$ cat config.mk
export PLATFORM = sky130hd
export DESIGN_NAME = mem_wb_skid
export DESIGN_NICKNAME = d
export VERILOG_FILES = /design/src/rtl/mem_wb_skid_pkg.sv /design/src/rtl/mem_wb_slot.sv /design/src/rtl/mem_wb_skid.sv
export SDC_FILE = /design/constraint.sdc
export NUM_CORES = 1
export LEC_CHECK = 0
export ABC_AREA = 1
export CAP_MARGIN = 20
export CORE_ASPECT_RATIO = 1.1
export CORE_MARGIN = 2
export CORE_UTILIZATION = 40
export CTS_BUF_LIST = sky130_fd_sc_hd__clkbuf_8
export CTS_CLUSTER_SIZE = 20
export DETAILED_ROUTE_END_ITERATION = 6
export PLACE_DENSITY_LB_ADDON = 0.12
export REMOVE_ABC_BUFFERS = 1
export SLEW_MARGIN = 20
export SYNTH_ARGS = -nofsm -noshare
export SYNTH_HDL_FRONTEND = slang
export SYNTH_SLANG_ARGS = --single-unit
$ cat constraint.sdc
create_clock -name clk -period 1.95 [get_ports clk]
set_input_delay 0.39 -clock clk [delete_from_list [all_inputs] [get_ports clk]]
set_output_delay 0.39 -clock clk [all_outputs]
set_load 0.005 [all_outputs]
$ cat src/rtl/mem_wb_skid_pkg.sv
// Shared types and constants for the MEM/WB skid stage.
// Imported by the payload slot and the stage top.
package mem_wb_skid_pkg;

    typedef enum logic [1:0] {
        S_EMPTY = 2'd0,
        S_ONE   = 2'd1,
        S_TWO   = 2'd2
    } state_t;

    localparam logic ZERO_BIT      = 1'b0;
    localparam logic WRITE_DISABLE = 1'b0;

    function automatic logic [1:0] occupancy(input state_t s);
        return s;
    endfunction

endpackage

$ cat src/rtl/mem_wb_slot.sv
// One LANES-wide writeback payload register with clear, load and
// the optional x0-write mask applied at capture.
import mem_wb_skid_pkg::*;

module mem_wb_slot #(
    parameter int DATA_W    = 32,
    parameter int ADDR_W    = 5,
    parameter int LANES     = 1,
    parameter int ZERO_MASK = 1
) (
    input  logic                    clk,
    input  logic                    i_clr,
    input  logic                    i_load,
    input  logic [LANES*DATA_W-1:0] i_data,
    input  logic [LANES*ADDR_W-1:0] i_addr,
    input  logic [LANES-1:0]        i_en,
    output logic [LANES*DATA_W-1:0] o_data,
    output logic [LANES*ADDR_W-1:0] o_addr,
    output logic [LANES-1:0]        o_en
);

    logic [LANES-1:0] w_en;

    // A write to x0 is architecturally a no-op, so drop its enable.
    always_comb begin
        w_en = i_en;
        for (int k = 0; k < LANES; k++) begin
            if (ZERO_MASK != 0 && i_addr[k*ADDR_W +: ADDR_W] == '0) begin
                w_en[k] = ZERO_BIT;
            end
        end
    end

    always_ff @(posedge clk) begin
        if (i_clr) begin
            o_data <= '0;
            o_addr <= '0;
            o_en   <= {LANES{WRITE_DISABLE}};
        end else if (i_load) begin
            o_data <= i_data;
            o_addr <= i_addr;
            o_en   <= w_en;
        end
    end

endmodule

$ cat src/rtl/mem_wb_skid.sv
// MEM/WB stage register with a 2-entry skid buffer, flush and
// occupancy; in_ready_o is registered to cut the WB->MEM path.
import mem_wb_skid_pkg::*;

module mem_wb_skid #(
    parameter int DATA_W    = 32,
    parameter int ADDR_W    = 5,
    parameter int LANES     = 1,
    parameter int ZERO_MASK = 1
) (
    input  logic                    clk,
    input  logic                    rst,
    input  logic                    flush_i,
    input  logic                    in_valid_i,
    output logic                    in_ready_o,
    input  logic [LANES*DATA_W-1:0] rd_data_i,
    input  logic [LANES*ADDR_W-1:0] rd_addr_i,
    input  logic [LANES-1:0]        rd_enable_i,
    output logic                    out_valid_o,
    input  logic                    out_ready_i,
    output logic [LANES*DATA_W-1:0] rd_data_o,
    output logic [LANES*ADDR_W-1:0] rd_addr_o,
    output logic [LANES-1:0]        rd_enable_o,
    output logic [1:0]              count_o
);

    state_t r_state;
    logic   r_out_valid;
    logic   r_in_ready;
    logic   [1:0] r_count;

    logic w_clr, w_accept, w_take;
    logic w_empty, w_one, w_two;
    logic w_main_load, w_main_clr;
    logic w_skid_load, w_skid_clr;

    logic [LANES*DATA_W-1:0] w_skid_data, w_main_data;
    logic [LANES*ADDR_W-1:0] w_skid_addr, w_main_addr;
    logic [LANES-1:0]        w_skid_en, w_main_en;

    assign w_clr    = rst | flush_i;
    assign w_accept = in_valid_i & r_in_ready;
    assign w_take   = r_out_valid & out_ready_i;
    assign w_empty  = (r_state == S_EMPTY);
    assign w_one    = (r_state == S_ONE);
    assign w_two    = (r_state == S_TWO);

    assign w_main_load = ~w_clr & ((w_empty & w_accept) |
                                   (w_one & w_accept & w_take) |
                                   (w_two & w_take));
    // Main is cleared when it drains so idle outputs read as zero.
    assign w_main_clr  = w_clr | (w_one & ~w_accept & w_take);
    assign w_skid_load = ~w_clr & w_one & w_accept & ~w_take;
    assign w_skid_clr  = w_clr | (w_two & w_take);

    assign w_main_data = w_two ? w_skid_data : rd_data_i;
    assign w_main_addr = w_two ? w_skid_addr : rd_addr_i;
    assign w_main_en   = w_two ? w_skid_en   : rd_enable_i;

    mem_wb_slot #(
        .DATA_W(DATA_W), .ADDR_W(ADDR_W),
        .LANES(LANES), .ZERO_MASK(ZERO_MASK)
    ) u_skid (
        .clk(clk), .i_clr(w_skid_clr), .i_load(w_skid_load),
        .i_data(rd_data_i), .i_addr(rd_addr_i), .i_en(rd_enable_i),
        .o_data(w_skid_data), .o_addr(w_skid_addr), .o_en(w_skid_en)
    );

    mem_wb_slot #(
        .DATA_W(DATA_W), .ADDR_W(ADDR_W),
        .LANES(LANES), .ZERO_MASK(ZERO_MASK)
    ) u_main (
        .clk(clk), .i_clr(w_main_clr), .i_load(w_main_load),
        .i_data(w_main_data), .i_addr(w_main_addr), .i_en(w_main_en),
        .o_data(rd_data_o), .o_addr(rd_addr_o), .o_en(rd_enable_o)
    );

    always_ff @(posedge clk) begin
        if (w_clr) begin
            r_state     <= S_EMPTY;
            r_out_valid <= 1'b0;
            r_in_ready  <= 1'b1;
            r_count     <= occupancy(S_EMPTY);
        end else begin
            unique case (1'b1)
                w_empty: if (w_accept) begin
                    r_state     <= S_ONE;
                    r_out_valid <= 1'b1;
                    r_count     <= occupancy(S_ONE);
                end
                w_one: if (w_accept && !w_take) begin
                    r_state    <= S_TWO;
                    r_in_ready <= 1'b0;
                    r_count    <= occupancy(S_TWO);
                end else if (!w_accept && w_take) begin
                    r_state     <= S_EMPTY;
                    r_out_valid <= 1'b0;
                    r_count     <= occupancy(S_EMPTY);
                end
                w_two: if (w_take) begin
                    r_state    <= S_ONE;
                    r_in_ready <= 1'b1;
                    r_count    <= occupancy(S_ONE);
                end
                default: begin
                    r_state     <= S_EMPTY;
                    r_out_valid <= 1'b0;
                    r_in_ready  <= 1'b1;
                    r_count     <= occupancy(S_EMPTY);
                end
            endcase
        end
    end

    assign out_valid_o = r_out_valid;
    assign in_ready_o  = r_in_ready;
    assign count_o     = r_count;

endmodule

==> impl_metrics.toml <==
[floorplan]
core_area_um2 = 8280
num_rows = 35
boundaryPins = 85
start_util_pct = 40.8
dieHeight_um = 100
fp.dieW_um = 91.6
dieArea_um2 = 9190

[clock_network]
max-clock-path-buffers = 2
cts_buffers = 9
cts_tree = "yes"
htree_levels = 3
cts_hold_buf = 0
cts-root-buf = "clkbuf_8"
clkLatencyLatePin_ns = 0.34
clkSlewWorstSetupHoldPaths_ns = 0.07
cts_resized = 0
cts_setup_buffers = 0
cts.sink_count = 80

[placement]
dp_slack_ns = -0.0633
gp_congestion = 0.819
dp_hpwl_um = 5400
io_buffer_count = 84

[drt]
first_pass_iters = 4
antenna_left = 0
drc = 0
drt_iter0_drc = 144
wl_per_cell_um = 12.5
dr_total_vias = 3238
avgViaCountPerCell = 4.91
wl_um = 8270

[power_and_ir_drop]
power.density_cell_area_nw_per_um2 = 770
peakVddDrop_uv = 449
p_leak_nw = 1.83

[global_route]
antenna_found_initial = 0
grt_usage_pct = 18.6
grt_max_degree = 58
overflow = 0
grt_pass1_vias = 2996
grt_pass1_wl_um = 13900

[sta]
final.min_clock_period_ns = 1.85
tns_ns = 0
slew_viol_final = 0
relSlewSlack_pct = 66.4
finalWorstSetupSlack_ns = 0.104
hold_viol = 0
setup_violations = 0
fin_skew_ns = 0.0119
achievable-frequency_mhz = 542
rsz0062_at_grt = "no"
worstMarginPinSlew_ns = 0.503
finalCritPeriodShare_pct = 94.7
hold_slack_ns = 0.446

[yosys]
synth_warnings = 0
syn-instance-count = 464
netlist.area_leader.share_pct = 47.4
synth.area.top_cells = "dfxtp_1, o21ai_0, nor2_1, nand2_1, a21oi_1"
synth_seq_cells = 80
synth_area_um2 = 3380
syn_area_per_cell_um2 = 7.28
yosysSeqAreaShare_pct = 47.4
yosysTopAreaCell = "dfxtp_1"
ys_types = 24

[worst_setup_path]
r2r-start = "count_o[0]"
critPathCaptureType = "output pin"
worstSetupPathType = "reg2out"
critPathRequiredTime_ns = 1.56
r2r_slack_ns = 0.36
worstSetupStartpoint = "count_o[1]"
cp-start-kind = "flip-flop"
r2r_cells = 7
arrival_ns = 1.46
cp_max_fo = 6
reg2reg_to = "u_main.o_data[2]"

[finish]
area_growth_pct = 37.4
final_core_util_pct = 56.1
fin_nets = 588
drive_gt1_share_pct = 7.83
diodes = 0

[run_status]
status = "completed"

[min_path]
min_delay_path_depth = 2
holdPathEnd = "u_skid.o_data[10]"
hold_class = "reg2reg"
holdCritStartpoint = "u_skid.o_data[10]"

[run]
cap_violations = 0
[layout by cell type, fill, tap and decap left out]
cell / synthesis / routed
o21ai_0: 96 / 96
clkdlybuf4s50_1: 0 / 84
dfxtp_1: 80 / 80
nor2_1: 76 / 76
nand2_1: 65 / 65
a21oi_1: 45 / 45
inv_1: 39 / 40
clkbuf_8: 0 / 9
buf_4: 4 / 9
nand3_1: 9 / 8
buf_12: 0 / 6
o21ai_1: 5 / 5
inv_2: 4 / 4
nor3_1: 4 / 4
bufinv_16: 0 / 4
nand2_2: 3 / 3
nand3_2: 1 / 2
nor2_2: 1 / 1
nor2_8: 1 / 1
nor2_4: 1 / 1
a31oi_1: 1 / 1
a21oi_4: 0 / 1
o21ai_4: 1 / 1
o31ai_1: 1 / 1
o211a_1: 1 / 1
inv_6: 0 / 1
[logic make-up (layout without fill, tap and decap cells)]
kind of cell,count (synthesis),count (layout),synth area share (%)
buf+inv,72,157,9.90
simple gates,161,161,19.6
flops,80,80,47.4
compound gates,151,151,23.1
[sequential cells by signal, summed over array words and instances, names as in the netlist]
| signal | count |
|---|---|
| u_skid.o_data | 32 |
| u_skid.o_en | 1 |
| count_o | 2 |
| u_main.o_addr | 5 |
| in_ready_o | 1 |
| u_main.o_en | 1 |
| u_skid.o_addr | 5 |
| out_valid_o | 1 |
| u_main.o_data | 32 |
[cell usage after synthesis]
library cell and instances:
a21oi_1 45, a21oi_2 1, a31oi_1 1, buf_2 9, buf_4 4, buf_6 5, clkbuf_1 11, dfxtp_1 80
inv_1 39, inv_2 4, nand2_1 65, nand2_2 3, nand3_1 9, nand3_2 1, nor2_1 76, nor2_2 1
nor2_4 1, nor2_8 1, nor3_1 4, o211a_1 1, o21ai_0 96, o21ai_1 5, o21ai_4 1, o31ai_1 1
[worst max-delay path by stage]
stage          slack, ns  cells past startpoint           endpoint
6_report            0.10                      2         count_o[1]
4_1_cts              0.1                      2         count_o[1]
3_3_place_gp       0.006                      8  u_main.o_data[12]
3_5_place_dp       -0.06                      8   u_main.o_data[2]
5_1_grt             0.06                      2         count_o[1]
2_1_floorplan      -0.08                      8        u_main.o_en
[through the flow]
step | cells | total power, mW | cell area (µm²)
2_1_floorplan | 435 | 1.85 | 3200
3_3_place_gp | 645 | 2.05 | 4380
3_5_place_dp | 645 | 2.06 | 4380
4_1_cts | 660 | 3.61 | 4640
5_1_grt | 660 | 3.71 | 4640
6_report | 660 | 3.57 | 4640
[critical path, cell delays in order, from the launching register on]
cell,delay [ns]
dfxtp_1,0.40
buf_4,0.20
clkdlybuf4s50_1,0.52
[layer usage]
metal,routed length [µm],vias up,GRT usage (%)
li1,-,1662,-
met1,3860,1490,23.9
met2,4000,80,31.0
met3,360,6,3.15
met4,47,0,7.58
met5,0,-,0
[layout make-up]
cell class	instances	area, µm²
clock buffer	9	124
clock inverter	6	133
fill	750	3640
inverter	43	161
multi-input combinational	312	1450
sequential	80	1600
tap	111	139
timing repair buffer	99	1030
[where the power goes]
group          internal (mW)  switching, mW  leakage, nW  total [mW]
Sequential              1.66         0.0143        0.646        1.67
Clock                  0.973          0.580        0.131        1.55
Combinational          0.182          0.166         1.05       0.347
No activity file was read; power rests on OpenSTA's default activity.
